--- config.mk ---
export PLATFORM = sky130hd
export DESIGN_NAME = fifo_sync
export DESIGN_NICKNAME = d
export VERILOG_FILES = /design/src/rtl/fifo_sync.sv
export SDC_FILE = /design/constraint.sdc
export NUM_CORES = 1
export LEC_CHECK = 0
export BUFFER_PORTS_ARGS = -buffer_cell sky130_fd_sc_hd__buf_2
export CAP_MARGIN = 40
export CORE_AREA = 2 2 54 76
export CTS_CLUSTER_SIZE = 14
export DETAILED_ROUTE_END_ITERATION = 8
export DIE_AREA = 0 0 56 78
export PLACE_DENSITY = 0.73
export SETUP_SLACK_MARGIN = 0.1
export SLEW_MARGIN = 40
export SYNTH_ARGS = -nofsm -noshare
export SYNTH_HDL_FRONTEND = slang
export SYNTH_SLANG_ARGS = --single-unit
--- constraint.sdc ---
create_clock -name clk -period 2.69 [get_ports clk]
set_input_delay 0.1345 -clock clk [delete_from_list [all_inputs] [get_ports clk]]
set_output_delay 0.1345 -clock clk [all_outputs]
set_load 0.01 [all_outputs]
--- src/rtl/fifo_sync.sv ---
// Single-clock FIFO with register-bank storage, count-based full/empty flags,
// a registered read port and one-cycle overflow/underflow pulses.
module fifo_sync #(
  parameter  int unsigned WIDTH = 8,
  parameter  int unsigned DEPTH = 4,
  localparam int unsigned AW    = $clog2(DEPTH)
) (
  input  logic             clk,
  input  logic             r_n,
  input  logic             wr_en,
  input  logic [WIDTH-1:0] wr_data,
  input  logic             rd_en,
  output logic [WIDTH-1:0] rd_data,
  output logic             full,
  output logic             empty,
  output logic [AW:0]      count,
  output logic             overflow,
  output logic             underflow
);

  localparam logic [AW:0] CNT_MAX = (AW+1)'(DEPTH);

  logic [WIDTH-1:0] r_mem [DEPTH];
  logic [AW-1:0]    r_wptr;
  logic [AW-1:0]    r_rptr;
  logic [AW:0]      r_cnt;
  logic [WIDTH-1:0] r_rd_data;
  logic             r_full;
  logic             r_empty;
  logic             r_ovf;
  logic             r_unf;

  logic             w_wr_acc;
  logic             w_rd_acc;
  logic [AW:0]      w_cnt_nxt;

  // Acceptance uses the registered flags, so nothing passes through or bypasses.
  assign w_wr_acc = wr_en & ~r_full;
  assign w_rd_acc = rd_en & ~r_empty;

  always_comb begin
    w_cnt_nxt = r_cnt;
    case ({w_wr_acc, w_rd_acc})
      2'b10:   w_cnt_nxt = r_cnt + (AW+1)'(1);
      2'b01:   w_cnt_nxt = r_cnt - (AW+1)'(1);
      default: w_cnt_nxt = r_cnt;
    endcase
  end

  // Storage is intentionally not reset; a reset edge discards the write.
  always_ff @(posedge clk) begin
    if (r_n && w_wr_acc) begin
      r_mem[r_wptr] <= wr_data;
    end
  end

  always_ff @(posedge clk) begin
    if (!r_n) begin
      r_wptr    <= '0;
      r_rptr    <= '0;
      r_cnt     <= '0;
      r_rd_data <= '0;
      r_full    <= 1'b0;
      r_empty   <= 1'b1;
      r_ovf     <= 1'b0;
      r_unf     <= 1'b0;
    end else begin
      if (w_wr_acc) begin
        r_wptr <= r_wptr + AW'(1);
      end
      if (w_rd_acc) begin
        r_rd_data <= r_mem[r_rptr];
        r_rptr    <= r_rptr + AW'(1);
      end
      r_cnt   <= w_cnt_nxt;
      r_full  <= (w_cnt_nxt == CNT_MAX);
      r_empty <= (w_cnt_nxt == '0);
      r_ovf   <= wr_en & r_full;
      r_unf   <= rd_en & r_empty;
    end
  end

  assign rd_data   = r_rd_data;
  assign full      = r_full;
  assign empty     = r_empty;
  assign count     = r_cnt;
  assign overflow  = r_ovf;
  assign underflow = r_unf;

endmodule

### After elaboration in Yosys (flattened, before gate mapping)

Memories as Yosys holds them, arrays and structs flattened. A register that Yosys moved wholly into a read port is not among the register bits.
Index checks and enable logic that the tools add are counted.

| word-level totals | value |
|---|---|
| input port bits | 12 |
| bits in registers | 11 |
| memories | 1 |
| logic and storage cells | 27 |
| memory bits (writable) | 32 |

Memory list:

| name | words | width | rd ports | clocked after memory_dff | write ports | RTL line | source |
|---|---|---|---|---|---|---|---|
| r_mem | 4 | 8 | 1 | 1 | 1 | 23 | `logic [WIDTH-1:0] r_mem [DEPTH];` |

| cells by class | value |
|---|---|
| bitwise operators | 6 |
| $add $sub $neg | 4 |
| equal/unequal tests | 3 |
| multiplexer cells | 3 |
| reductions and logical operators | 3 |

Operators by type and width:

| cell | count |
|---|---|
| 3-bit one-hot mux with 2 select lines | 1 |
| 2-bit by 1-bit adder with 2-bit output (second input constant) | 2 |
| 1-bit AND | 4 |
| 3-bit by 1-bit adder with 3-bit output (second input constant) | 1 |
| 3-bit equality test (second input constant) | 1 |
| 3-bit zero test | 1 |
| 3-bit by 1-bit subtractor with 3-bit output (second input constant) | 1 |
| 2-bit by 1-bit equality test with 1-bit output (second input constant) | 1 |
| 2-bit equality test (second input constant) | 1 |
| 1-bit 2-to-1 mux | 2 |
| 1-bit NOT | 2 |
| 1-bit logical AND | 1 |
| 1-bit zero test | 1 |

### Depth between registers and ports, before layout

Gate-level depths: netlist of run 1.

| depth | value |
|---|---|
| depth in word-level cells | 5 |
| mapped depth | 9 |
| gate-level depth less buffers | 8 |

### Least setup slack after synthesis of run 1

OpenSTA, ideal clock, no wires.

| path | value |
|---|---|
| path type | register to register |
| start | reg r_empty, in the netlist empty |
| end | reg r_empty, in the netlist empty |
| stages on the path, launching flop included | 10 |
| setup slack | 387 ps |
| arrival | 2188 ps |
| path buffers | 1 |
| required time | 2575 ps |
| path through | dfxtp_1 -> nand2b_1 -> buf_2 -> inv_2 -> ha_1 -> inv_1 -> fa_1 -> xor2_1 -> or4b_4 -> and3_1 |

| between the ends | value |
|---|---|
| longest elaborated chain between the ends | 5 |
| elaborated cells on any way between the ends | 6 |
| classes of those cells | eq/ne: 2; mux: 1; bitwise: 2; reduce/logical: 1 |

Ends and longest elaborated chain:

| what | RTL line | source |
|---|---|---|
| from (decl) | 29 | `logic r_empty;` |
| from (signal assigned) | 77 | `r_empty <= (w_cnt_nxt == '0);` |
| 1-bit NOT * | 39 | `assign w_rd_acc = rd_en & ~r_empty;` |
| 1-bit AND * | 39 |  |
| 2-bit by 1-bit equality test with 1-bit output / 2-bit equality test (equally long branches) | 43 | `case ({w_wr_acc, w_rd_acc})` |
| 3-bit one-hot mux with 2 select lines * | 43 |  |
| 3-bit zero test * | 77 |  |

Every way passes the cells marked *; elsewhere a longest branch is shown, timed or not.
A chain may end at the register's enable or synchronous reset.

### Worst setup path in the final report of run 1

Same ends and word-level chain as after synthesis.

==> summary.md, run 1 <==
| Metric | Value |
|---|---|
| Number of nets produced by synthesis | `155` |
| Num Clock Sinks | `51` |
| Crit start category | `register` |
| Final core utilization | `0.619` |
| Standard cell core area | `3640 sq um` |
| Setup-failing EPs final | `0` |
| Worst setup EP type | `register` |
| # H-tree levels | `2` |
| Slew @ Worst Pin | `0.512 ns` |
| Parity-gate share of the synthesized area counting xor and xnor cells | `0.0218` |
| Part of the cycle the worst path needs | `0.844` |
| Minimum period implied by the final worst setup slack | `2.27 ns` |
| Result of the run | `finished clean` |
| #FFs+latches synth | `51` |
| First-pass DRT Iterations | `4` |
| Drt wl/cell | `16.4 um` |
| Multiplexer share of the synthesized area | `0.0848` |
| Most frequent cells in the layout | `edfxtp_1 (32), buf_2 (26), dfxtp_1 (19)` |
| Half-perimeter wire length after detailed placement | `2.32 mm` |
| Number of nets at the end of the flow | `183` |
| Yosys cell types | `27` |
| Unrepaired setup endpoints after global routing | `no` |
| Wire length after detailed routing | `3.42 mm` |
| Slowest cell delay on critical path | `0.55 ns` |
| Global Route Usage Sum | `0.174` |
| Initial Util | `0.550` |
| Synthesized area divided by synthesized cell count | `14.6 sq um` |
| Max-cap violations | `0` |
| Top achievable clock speed | `440 MHz` |
| Maximum fanout encountered on the critical timing path | `4` |
| Initial antenna violation count | `0` |
| Most common library cell in the layout ignoring fill and taps | `edfxtp_1` |
| Cell area after technology mapping | `2010 sq um` |
| Layout overhead on the synthesized area | `12.4%` |
| DRT antenna net count | `0` |
| Aggregate negative setup slack | `0 ns` |
| Post-synthesis simple-gate area fraction | `0.102` |
| First-pass GRT wire length | `5.68 mm` |
| Share of synthesized registers carrying an async set or reset | `0` |
| Placed cell count | `200` |
| Arrival time at the worst endpoint | `2.48 ns` |
| Setup Crit Path Kind | `register to register` |
| Post-synth EDFFs | `32` |
| Lkg Pwr | `0.861 nW` |
| Clock Pin Slew Worst Setup and Hold Paths | `0.09 ns` |
| Slowest stage cell, crit path | `or4b_4` |
| Die X | `56 um` |
| Ant. Diodes | `0` |
| Fin Clk Skew | `0.0117 ns` |
| Height of the chip | `78 um` |
| Clock Latency Late Sink | `0.30 ns` |
| Count of cells resized by post-cts repair | `0` |
| Post-detailed-route via-to-cell ratio | `5.52` |
| Total count of max-transition violations in the final report | `0` |
| Share of final-layout standard cells stronger than drive strength 1 | `0.241` |
| Total vias in the final route | `1148` |
| Vias in the first global route | `1192` |
| Worst EP required | `2.90 ns` |
| Area share of fa/ha/maj cells after synthesis | `0.0412` |
| Clock buffer count from CTS | `5` |
| Ys flop type | `edfxtp_1` |
| Relative max-transition margin | `0.659` |
| Cell area power density | `801 nW/um^2` |
| Number of setup buffers added after CTS | `0` |
| Worst min-delay path category | `input port to register` |
| Clock root cell | `clkbuf_8` |
| Cell-by-cell trace of the critical path | `nand2b_1 -> inv_2 -> ha_1 -> inv_1 -> fa_1 -> xor2_1 -> or4b_4 -> and3_1` |
| Final non-filler cell total | `208` |
| Number of standard cells after synthesis | `137` |
| Largest net degree at the start of global routing | `27` |
| Hold buffers post-CTS | `0` |
| Number of rows created at floorplan | `26` |
| Warning count from the yosys run | `0` |
| Remaining routing DRC violations | `0` |
| Die Outline Area | `4370 sq um` |
| Number of design-rule violations left by the first detailed-router iteration | `40` |
| Port Buffers | `26` |
| Global placement routability congestion | `0.842` |
| Largest vdd supply drop | `0.566 mV` |
| # IOs | `27` |
| Maximum number of buffers from clock root to sink | `2` |
| Compound-Gate Fraction of Synth Area | `0.0512` |
| Proportion of synthesized chip area in sequential cells | `0.669` |
| Final hold slack | `0.0431 ns` |
| CTS tree | `yes` |
| Final-report hold violation count | `0` |
| Aggregate global routing overflow | `0` |
| Combinational family with the most area after synthesis | `simple AND/OR/NAND/NOR gates` |
-- cell families after synthesis --
group                    after synthesis
AO/OA/AOI/OAI                         12
AND/OR/NAND/NOR                       32
adder cells (fa/ha/maj)                6
multiplexers                          17
flip-flops                            51
XOR/XNOR                               5
buffers and inverters                 14
-- per-layer routing --
layer | part of all wire | track usage | routed length [um]
met3 | 0.044 | 0.0450 | 150
met1 | 0.39 | 0.197 | 1330
met4 | 0.016 | 0.0643 | 55
met2 | 0.55 | 0.311 | 1890
met5 | 0 | 0 | 0
-- path summary, 6_finish.rpt --
check	start	endpoint	slack [ns]	cells after the start
worst max-delay path	empty$_SDFF_PN1_	empty$_SDFF_PN1_	0.42	8
worst min-delay path	wr_data[3]	r_mem[2][3]$_DFFE_PP_	0.04	1
worst max register to register	empty$_SDFF_PN1_	empty$_SDFF_PN1_	0.42	8
worst min register to register	rd_data[1]$_SDFFE_PN0N_	rd_data[1]$_SDFFE_PN0N_	0.49	2
-- area by class of cell --
class	instances	area (sq um)
clock buffers	6	72.6
clock inverters	2	12.5
fillers	306	1390
inverters	7	26.3
multi-input cells	72	604
flip-flops and latches	51	1340
well taps	42	52.6
repair buffers	28	145
-- metrics by stage --
step | power, mW | cell area (sq um) | worst slack (ns)
2_1_floorplan | 1.28 | 2010 | 0.387
3_3_place_gp | 1.39 | 2170 | 0.517
3_5_place_dp | 1.41 | 2170 | 0.412
4_1_cts | 1.82 | 2250 | 0.403
5_1_grt | 1.91 | 2250 | 0.297
6_report | 1.81 | 2250 | 0.419
-- cells in the mapped netlist (2+ instances only) --
master,count,share of area
inv_1,6,0.011
clkbuf_1,3,0.0056
buf_2,3,0.0075
o221ai_1,8,0.035
nand3b_1,2,0.0075
and2_1,4,0.012
xnor2_1,4,0.017
ha_1,5,0.031
nand3_1,9,0.022
nor2b_1,2,0.0062
dfxtp_1,19,0.19
nand2b_1,3,0.0094
mux2i_1,17,0.085
and3_1,8,0.025
edfxtp_1,32,0.48
-- flip-flops by register name, summed over array words and instances, names as in the netlist --
| signal | flops |
|---|---|
| r_mem | 32 |
| rd_data | 8 |
| count | 3 |
| r_rptr | 2 |
| r_wptr | 2 |
| empty | 1 |
| full | 1 |
| overflow | 1 |
| underflow | 1 |
-- critical path: cells and delay by family (launching register included) --
| family | cells | cell delay, ns |
|---|---|---|
| XOR/XNOR | 1 | 0.20 |
| adder cells (fa/ha/maj) | 2 | 0.61 |
| buffers and inverters | 2 | 0.16 |
| flip-flops | 1 | 0.33 |
| AND/OR/NAND/NOR | 3 | 0.89 |
-- power by group --
group / internal, mW / switching, mW
combinational: 0.195 / 0.217
clock: 0.182 / 0.238
sequential: 0.916 / 0.0589
total: 1.29 / 0.514
(Power assumes the default switching activity.)
==> run 2: changes to the inputs <==
==> constraint.sdc (replaced) <==
create_clock -name clk -period 2.3 [get_ports clk]
set_input_delay 0.115 -clock clk [delete_from_list [all_inputs] [get_ports clk]]
set_output_delay 0.115 -clock clk [all_outputs]
set_load 0.01 [all_outputs]
==> summary.md, run 2 (same netlist as run 1, synthesis figures left out) <==
| Metric | Value |
|---|---|
| Slowest cell delay on critical path | `0.54 ns` |
| Final-report hold violation count | `0` |
| Maximum number of buffers from clock root to sink | `2` |
| Final non-filler cell total | `207` |
| Family with the most delay on the worst path | `simple AND/OR/NAND/NOR gates` |
| Die X | `56 um` |
| Capturing point of the worst reg2reg path | `empty$_SDFF_PN1_` |
| Clock Pin Slew Worst Setup and Hold Paths | `0.08 ns` |
| Max reg flops | `32` |
| Lkg Pwr | `0.882 nW` |
| Unrepaired setup endpoints after global routing | `no` |
| Slowest stage cell, crit path | `or4b_4` |
| Placed cell count | `199` |
| Clock root cell | `clkbuf_8` |
| Fill cell count | `293` |
| CP Buf/Inv Count | `2` |
| Number of rows created at floorplan | `26` |
| FF/Latch Area | `1340 sq um` |
| Largest vdd supply drop | `0.586 mV` |
| Vias in the first global route | `1180` |
| Port Buffers | `26` |
| Clock share of power | `0.231` |
| Setup Crit Path Kind | `register to register` |
| Drt wl/cell | `17.2 um` |
| Fin Clk Skew | `0.00252 ns` |
| Aggregate negative setup slack | `0 ns` |
| CTS tree | `yes` |
| Share of final-layout standard cells stronger than drive strength 1 | `0.285` |
| Final core utilization | `0.631` |
| Number of design-rule violations left by the first detailed-router iteration | `31` |
| Remaining routing DRC violations | `0` |
| Fraction of power consumed by combinational cells | `0.238` |
| Sw Share | `0.281` |
| Most frequent cells in the layout | `edfxtp_1 (32), buf_2 (26), mux2i_1 (17), dfxtp_1 (17), nand3_1 (9)` |
| Part of the cycle the worst path needs | `0.921` |
| Standard cell core area | `3640 sq um` |
| R2r startpoint | `empty$_SDFF_PN1_` |
| Initial antenna violation count | `0` |
| Result of the run | `finished clean` |
| Hold buffers post-CTS | `0` |
| Initial Util | `0.550` |
| Minimum period implied by the final worst setup slack | `2.12 ns` |
| Most common library cell in the layout ignoring fill and taps | `edfxtp_1` |
| First-pass DRT Iterations | `4` |
| Top achievable clock speed | `472 MHz` |
| Total vias in the final route | `1165` |
| Final hold slack | `0.0287 ns` |
| Largest net degree at the start of global routing | `27` |
| # IOs | `27` |
| First-pass GRT wire length | `5.66 mm` |
| Number of stages on the worst hold path | `1` |
| DRT antenna net count | `0` |
| Die Outline Area | `4370 sq um` |
| # H-tree levels | `2` |
| Aggregate global routing overflow | `0` |
| Internal power summed over all cells | `1.57 mW` |
| Arrival time at the worst endpoint | `2.32 ns` |
| Height of the chip | `78 um` |
| Total design power | `2.18 mW` |
| Worst min-delay path category | `input port to register` |
| Global placement routability congestion | `0.698` |
| Multi-input gate area in the final layout | `642 sq um` |
| Number of nets at the end of the flow | `183` |
| Ant. Diodes | `0` |
| Top reg by flops | `r_mem` |
| Wire length after detailed routing | `3.56 mm` |
| Power spent charging and discharging nets | `0.614 mW` |
| Worst hold start | `wr_data[1]` |
| Number of cells on the worst reg-to-reg path | `8` |
| Global Route Usage Sum | `0.174` |
| Clock Latency Late Sink | `0.30 ns` |
| Layout overhead on the synthesized area | `14.7%` |
| Total count of max-transition violations in the final report | `0` |
| Slew @ Worst Pin | `0.610 ns` |
| Half-perimeter wire length after detailed placement | `2.44 mm` |
| Post-detailed-route via-to-cell ratio | `5.63` |
| FF-to-FF setup slack | `0.18 ns` |
| Relative max-transition margin | `0.593` |
| Clock buffer count from CTS | `5` |
| Maximum fanout encountered on the critical timing path | `4` |
| Cell area power density | `949 nW/um^2` |
| Worst EP required | `2.50 ns` |
| Crit start category | `register` |
| Setup-failing EPs final | `0` |
| Worst setup EP type | `register` |
| Max-cap violations | `0` |
| Register share of total power | `0.531` |
| Cell-by-cell trace of the critical path | `nand2b_4 -> inv_4 -> ha_4 -> inv_1 -> fa_2 -> xor2_2 -> or4b_4 -> and3_1` |
| Worst Hold Path EP | `r_mem[0][1]$_DFFE_PP_` |
| Num Clock Sinks | `51` |
run 2: cell type report:
class,count,area share
Clock buffer,6,0.0359
Clock inverter,1,0.00218
Inverter,7,0.0125
Multi-Input combinational cell,72,0.279
Sequential cell,51,0.584
Tap cell,42,0.0229
Timing Repair Buffer,28,0.0631
run 2: what timing repair did:
item | CTS | global route
endpoints found under the setup margin | 1 | 3
buffers inserted | 1 | 0
gates resized for setup | 0 | 6
pin swaps | 0 | 1
cloned | 0 | 0
run 2: how the worst max path moves through the flow:
stage,to,slack [ns],cells after the start,from
2_1_floorplan,empty$_SDFF_PN1_,0.12,9,empty$_SDFF_PN1_
3_3_place_gp,empty$_SDFF_PN1_,0.16,8,empty$_SDFF_PN1_
3_5_place_dp,empty$_SDFF_PN1_,0.1,8,empty$_SDFF_PN1_
4_1_cts,empty$_SDFF_PN1_,0.12,8,full$_SDFF_PN0_
5_1_grt,empty$_SDFF_PN1_,0.10,8,full$_SDFF_PN0_
6_report,empty$_SDFF_PN1_,0.18,8,empty$_SDFF_PN1_
run 2: power by group through the flow:
stage               Clock (mW)  Sequential [mW]  Combinational, mW
finish                   0.504             1.16              0.519
global route             0.542             1.17              0.569
CTS                      0.510             1.16              0.493
detailed placement           0             1.18              0.481
global placement             0             1.17              0.462
floorplan                    0             1.17              0.347
run 2: layer usage:
layer	share of wire	vias to the layer above	GRT usage
li1	-	559	-
met1	0.40	576	0.188
met2	0.54	23	0.316
met3	0.042	7	0.0400
met4	0.018	0	0.0786
met5	0	-	0
run 2: per-stage QoR:
stage          cell area [sq um]  setup slack, ns
6_report                    2300            0.181
5_1_grt                     2300            0.105
4_1_cts                     2270            0.120
3_5_place_dp                2180           0.0969
3_3_place_gp                2180            0.155
2_1_floorplan               2030            0.119
